`src/rtl/lcm_pkg.sv`:
```
// lcm_pkg: constants shared by the arithmetic-library sequencers.
//   DefaultWidth - default operand width of lcm_calc.
//   lcm_state_e  - three-state sequencing encoding; the GCD unit uses the same encoding.
package lcm_pkg;

  localparam int unsigned DefaultWidth = 4;

  typedef enum logic [1:0] {
    StIdle = 2'b00,
    StCalc = 2'b01,
    StDone = 2'b10
  } lcm_state_e;

endpackage

```
`src/rtl/lcm_calc.sv`:
```
// lcm_calc: multi-cycle least-common-multiple engine for two unsigned WIDTH-bit operands.
// It walks multiples of each operand upward, always advancing the smaller one,
// until the two multiples meet.
//
// Ports:
//   clk     - rising-edge clock
//   reset   - synchronous, active-high reset
//   start   - request; only sampled while idle
//   a, b    - operands, captured on the accepting edge
//   lcm_val - 2*WIDTH-bit result, held until the next result is written
//   done    - one-cycle pulse while lcm_val is freshly valid
//   busy    - high while the computation is in progress
module lcm_calc
  import lcm_pkg::*;
#(
  parameter int unsigned WIDTH = DefaultWidth
) (
  input  logic               clk,
  input  logic               reset,
  input  logic               start,
  input  logic [WIDTH-1:0]   a,
  input  logic [WIDTH-1:0]   b,
  output logic [2*WIDTH-1:0] lcm_val,
  output logic               done,
  output logic               busy
);

  lcm_state_e         state_q;
  logic [WIDTH-1:0]   ra_q, rb_q;
  logic [2*WIDTH-1:0] x_q, y_q;

  // One shared adder: the smaller multiple is advanced by its own operand.
  // x and y never exceed lcm(a,b), so the sum cannot overflow 2*WIDTH bits.
  logic               x_lt_y;
  logic [2*WIDTH-1:0] add_base;
  logic [WIDTH-1:0]   add_inc;
  logic [2*WIDTH-1:0] sum;

  always_comb begin
    x_lt_y   = (x_q < y_q);
    add_base = x_lt_y ? x_q : y_q;
    add_inc  = x_lt_y ? ra_q : rb_q;
    sum      = add_base + {{WIDTH{1'b0}}, add_inc};
  end

  always_ff @(posedge clk) begin
    if (reset) begin
      state_q <= StIdle;
      ra_q    <= '0;
      rb_q    <= '0;
      x_q     <= '0;
      y_q     <= '0;
      lcm_val <= '0;
      done    <= 1'b0;
      busy    <= 1'b0;
    end else begin
      done <= 1'b0;
      unique case (state_q)
        StIdle: begin
          if (start) begin
            ra_q    <= a;
            rb_q    <= b;
            x_q     <= {{WIDTH{1'b0}}, a};
            y_q     <= {{WIDTH{1'b0}}, b};
            state_q <= StCalc;
            busy    <= 1'b1;
          end
        end
        StCalc: begin
          if (ra_q == '0 || rb_q == '0) begin
            // A zero operand has no positive common multiple; report 0.
            lcm_val <= '0;
            state_q <= StDone;
            busy    <= 1'b0;
            done    <= 1'b1;
          end else if (x_q == y_q) begin
            lcm_val <= x_q;
            state_q <= StDone;
            busy    <= 1'b0;
            done    <= 1'b1;
          end else if (x_lt_y) begin
            x_q <= sum;
          end else begin
            y_q <= sum;
          end
        end
        StDone: begin
          state_q <= StIdle;
        end
        default: begin
          state_q <= StIdle;
          busy    <= 1'b0;
        end
      endcase
    end
  end

endmodule

```
`config.mk`:
```
export PLATFORM = sky130hd
export DESIGN_NAME = lcm_calc
export DESIGN_NICKNAME = d
export VERILOG_FILES = /design/src/rtl/lcm_pkg.sv /design/src/rtl/lcm_calc.sv
export SDC_FILE = /design/constraint.sdc
export NUM_CORES = 1
export LEC_CHECK = 0
export CAP_MARGIN = 5
export CORE_ASPECT_RATIO = 1.4
export CORE_MARGIN = 3
export CORE_UTILIZATION = 61
export CTS_BUF_LIST = sky130_fd_sc_hd__clkbuf_4 sky130_fd_sc_hd__clkbuf_8 sky130_fd_sc_hd__clkbuf_16
export DETAILED_ROUTE_END_ITERATION = 8
export MAX_ROUTING_LAYER = met4
export PLACE_DENSITY = 0.85
export SLEW_MARGIN = 5
export SYNTH_ARGS = -nofsm -noshare
export SYNTH_HDL_FRONTEND = slang
export SYNTH_SLANG_ARGS = --single-unit
```
`constraint.sdc`:
```
create_clock -name clk -period 5.5 [get_ports clk]
set_clock_uncertainty 0.1 [all_clocks]
set_input_delay 1.1 -clock clk [delete_from_list [all_inputs] [get_ports clk]]
set_output_delay 1.1 -clock clk [all_outputs]
set_load 0.01 [all_outputs]
```
==> metrics.txt <==
# TYPE chip_impl_metric gauge
chip_impl_info{name="status",value="finished clean"} 1
chip_impl_metric{name="clk-insertion-delay-late",unit="ns"} 0.29
chip_impl_metric{name="cts_setup_buffers",unit=""} 0
chip_impl_metric{name="cts.clk_slew.worst_paths",unit="ns"} 0.07
chip_impl_metric{name="synth_area",unit="um^2"} 2100
chip_impl_metric{name="synth_edf_count",unit=""} 0
chip_impl_metric{name="final_worst_path_period_share",unit="%"} 73.8
chip_impl_metric{name="die_y",unit="um"} 75.5
chip_impl_metric{name="layout-area-overhead-vs-synth",unit="%"} 14.6
chip_impl_metric{name="synth.avg_cell_area",unit="um^2"} 8.45
chip_impl_info{name="cp-start-kind",value="register"} 1
chip_impl_metric{name="drt-met1-wl",unit="um"} 2090
chip_impl_metric{name="slew_headroom",unit="%"} 31.8
chip_impl_metric{name="wire_per_inst",unit="um"} 17.5
chip_impl_info{name="yosys_most_used_dff",value="sky130_fd_sc_hd__dfxtp_1"} 1
chip_impl_metric{name="grt_pass1_vias",unit=""} 1844
chip_impl_metric{name="dr_total_vias",unit=""} 1966
chip_impl_metric{name="io_pins",unit=""} 21
chip_impl_info{name="worstPathCellList",value="inv_1 > ha_1 > and4_1 > a21oi_2 > nand3_1 > o21ai_0 > ha_1 > inv_1 > fa_1 > nand2b_1 > a21oi_1 > nand3_1 > or4_1 > a31oi_1"} 1
chip_impl_info{name="tritoncts",value="built"} 1
chip_impl_metric{name="port_buffers",unit=""} 20
chip_impl_metric{name="dr_wl_met2",unit="um"} 2790
chip_impl_metric{name="nFillCells",unit=""} 239
chip_impl_metric{name="total_half_perimeter_wirelength_after_legalization_and_detailed_placement",unit="um"} 3780
chip_impl_metric{name="syn-num-nets",unit=""} 273
chip_impl_info{name="clk_root_buffer_cell",value="sky130_fd_sc_hd__clkbuf_8"} 1
chip_impl_metric{name="grt_remaining_overflow",unit=""} 0
chip_impl_metric{name="critical_path_required",unit="ns"} 5.62
chip_impl_metric{name="yosys_register_bits",unit=""} 36
chip_impl_metric{name="post_cts.resized_instances",unit=""} 0
chip_impl_metric{name="total_leakage_power",unit="nW"} 0.917
chip_impl_metric{name="grt_pass1_wl",unit="um"} 8660
chip_impl_metric{name="post_layout_nets",unit=""} 290
chip_impl_metric{name="fp.dieArea",unit="um^2"} 4200
chip_impl_metric{name="achievable-frequency",unit="MHz"} 246
chip_impl_metric{name="combined_global_route_utilization_of_all_metal_layers",unit="%"} 27.4
chip_impl_metric{name="fp.coreArea",unit="um^2"} 3210
chip_impl_info{name="synth_common_cells",value="36 x sky130_fd_sc_hd__dfxtp_1, 35 x sky130_fd_sc_hd__nand2_1, 19 x sky130_fd_sc_hd__nor2_1"} 1
chip_impl_metric{name="detail_route.drc_violations",unit=""} 0
chip_impl_info{name="synth.area.top_cells",value="sky130_fd_sc_hd__dfxtp_1 34%, sky130_fd_sc_hd__ha_1 7.1%, sky130_fd_sc_hd__nand2_1 6.2%, sky130_fd_sc_hd__mux2i_1 4.8%, sky130_fd_sc_hd__a21oi_1 4.3%"} 1
chip_impl_metric{name="cts.htree.levels",unit=""} 2
chip_impl_metric{name="critPathMaxFanout",unit=""} 12
chip_impl_info{name="critical_path.endpoint_type",value="register"} 1
chip_impl_metric{name="total_placed_instance_area",unit="um^2"} 2310
chip_impl_metric{name="pwr_density_cell",unit="nW/um^2"} 309
chip_impl_metric{name="max_cap_violations",unit=""} 0
chip_impl_metric{name="route.antenna.remaining_nets",unit=""} 0
chip_impl_metric{name="synth_cells",unit=""} 249
chip_impl_metric{name="initialDrtViolationCount",unit=""} 87
chip_impl_info{name="synth.largest_area_cell",value="sky130_fd_sc_hd__dfxtp_1"} 1
chip_impl_info{name="synth_most_common_cell",value="sky130_fd_sc_hd__dfxtp_1"} 1
chip_impl_metric{name="floorplan.initialDensity",unit="%"} 65.5
chip_impl_metric{name="postLayoutSetupSlackWorst",unit="ns"} 1.44
chip_impl_info{name="timing.critical_path.slowest_stage_cell",value="sky130_fd_sc_hd__nand3_1"} 1
chip_impl_metric{name="clock-sinks",unit=""} 36
chip_impl_metric{name="finalHoldWorstSlack",unit="ns"} 0.350
chip_impl_metric{name="synth_top_cell_area_share",unit="%"} 34.2
chip_impl_metric{name="tightest_slew",unit="ns"} 1.02
chip_impl_metric{name="diodes",unit=""} 0
chip_impl_metric{name="setup_total_negative_slack",unit="ns"} 0
chip_impl_metric{name="ys.warnings.count",unit=""} 0
chip_impl_metric{name="cell_rows",unit=""} 24
chip_impl_metric{name="synth-seq-area-share",unit="%"} 34.2
chip_impl_metric{name="worst_ir_drop_vdd",unit="V"} 0.000325
chip_impl_metric{name="worst_path_largest_cell_delay",unit="ns"} 0.43
chip_impl_metric{name="share_of_layout_cells_above_drive_strength_1",unit="%"} 10.9
chip_impl_metric{name="avgViaCountPerCell",unit=""} 6.42
chip_impl_metric{name="netlist-cell-type-count",unit=""} 49
chip_impl_metric{name="post_cts_hold_buffer_count",unit=""} 0
chip_impl_metric{name="fin_crit",unit="ns"} 4.06
chip_impl_info{name="worst_setup_path_type",value="register to register"} 1
chip_impl_metric{name="report.final.hold_viol_count",unit=""} 0
chip_impl_metric{name="routed_wirelength",unit="um"} 5360
chip_impl_info{name="timing.hold.worst.class",value="register to register"} 1
chip_impl_metric{name="stdcell_area",unit="um^2"} 2410
chip_impl_metric{name="routabilityCongestion",unit=""} 0.923
chip_impl_metric{name="clock_path_buffers",unit=""} 2
chip_impl_metric{name="dp_worst_setup_slack",unit="ns"} 1.48
chip_impl_metric{name="maxSlewViolCount",unit=""} 0
chip_impl_metric{name="met3RoutedLength",unit="um"} 293
chip_impl_info{name="highest_metal_layer_with_signal_wires",value="met4"} 1
chip_impl_metric{name="asyncSetResetFlopFracSynth",unit="%"} 0
chip_impl_metric{name="numCtsBuffers",unit=""} 5
chip_impl_metric{name="chipWidth",unit="um"} 55.6
chip_impl_metric{name="critical_path_arrival",unit="ns"} 4.18
chip_impl_metric{name="drtPass1Iterations",unit=""} 4
chip_impl_metric{name="grt_start_max_net_pins",unit=""} 23
chip_impl_metric{name="grt_antenna_before_repair",unit=""} 0
chip_impl_metric{name="final_setup_violation_count",unit=""} 0
chip_impl_metric{name="post-route-util",unit="%"} 75.1
chip_impl_info{name="setup_repair_after_global_routing_missed_its_margin",value="no"} 1
## through the flow
| stage | cells | total power (W) |
|---|---|---|
| 4_1_cts | 306 | 0.000739 |
| 5_1_grt | 306 | 0.000777 |
| 3_3_place_gp | 298 | 0.000533 |
| 2_1_floorplan | 249 | 0.000483 |
| 3_5_place_dp | 298 | 0.000539 |
| 6_report | 306 | 0.000746 |
## cells in the final DEF, fill, tap and decap left out, types with 4 or more instances in the layout
master,netlist,final
sky130_fd_sc_hd__a31oi_1,4,4
sky130_fd_sc_hd__or4_1,4,4
sky130_fd_sc_hd__nand2_1,35,35
sky130_fd_sc_hd__mux2i_1,10,10
sky130_fd_sc_hd__nand4_1,9,9
sky130_fd_sc_hd__clkbuf_8,0,6
sky130_fd_sc_hd__nor2_1,19,19
sky130_fd_sc_hd__o21ai_0,6,6
sky130_fd_sc_hd__o211ai_1,6,6
sky130_fd_sc_hd__clkdlybuf4s50_1,0,20
sky130_fd_sc_hd__ha_1,12,12
sky130_fd_sc_hd__inv_1,13,13
sky130_fd_sc_hd__a21oi_1,18,18
sky130_fd_sc_hd__dfxtp_1,36,36
sky130_fd_sc_hd__nand3_1,16,16
## worst paths after layout
check                                from                      end  slack [ns]  cells after the start
setup / recovery      y_q[4]$_SDFFE_PP0P_      y_q[6]$_SDFFE_PP0P_        1.44                     14
hold / removal    lcm_val[2]$_SDFFE_PP0P_  lcm_val[2]$_SDFFE_PP0P_        0.35                      2
setup reg to reg      y_q[4]$_SDFFE_PP0P_      y_q[6]$_SDFFE_PP0P_        1.44                     14
hold reg to reg   lcm_val[2]$_SDFFE_PP0P_  lcm_val[2]$_SDFFE_PP0P_        0.35                      2
## kinds of logic after synthesis
logic type | Yosys count | synth area share, %
and+or+nand+nor | 100 | 23.5
AOI/OAI and AO/OA | 65 | 24.3
DFF | 36 | 34.2
buffers and inverters | 25 | 5.11
adders and majority gates | 13 | 8.09
muxes | 10 | 4.76
## routing by layer
| metal | vias to the layer above | GRT usage, % |
|---|---|---|
| li1 | 949 | - |
| met1 | 911 | 29.4 |
| met2 | 84 | 50.3 |
| met3 | 22 | 4.41 |
| met4 | 0 | 11.6 |
| met5 | - | - |
## layout make-up
cell class | count | area, um^2 | area share, %
clock buffer | 7 | 90.1 | 3.73
sequential | 36 | 721 | 29.9
inverter | 13 | 48.8 | 2.02
multi-input combinational | 188 | 1280 | 53.1
timing repair buffer | 22 | 215 | 8.92
tap | 39 | 48.8 | 2.02
clock inverter | 1 | 7.51 | 0.311
## worst max-delay path: cells and delay by family, from the launching register on
family | cells | cell delay [ns]
buf+inv | 2 | 0.18
flops | 1 | 0.41
simple gates | 5 | 1.39
compound gates | 4 | 1.01
fa+ha+maj | 3 | 0.90
## where the power goes
| group | switching [W] | internal, W |
|---|---|---|
| sequential | 0.0000140 | 0.000277 |
| combinational | 0.000163 | 0.0000896 |
| clock | 0.0000951 | 0.000107 |
| total | 0.000273 | 0.000473 |
## flip-flops by register name, summed over array words and instances, names as in the netlist
| signal | cells |
|---|---|
| busy | 1 |
| done | 1 |
| lcm_val | 8 |
| ra_q | 4 |
| rb_q | 4 |
| state_q | 2 |
| x_q | 8 |
| y_q | 8 |
Note: power is estimated with default switching activity, not from simulation.
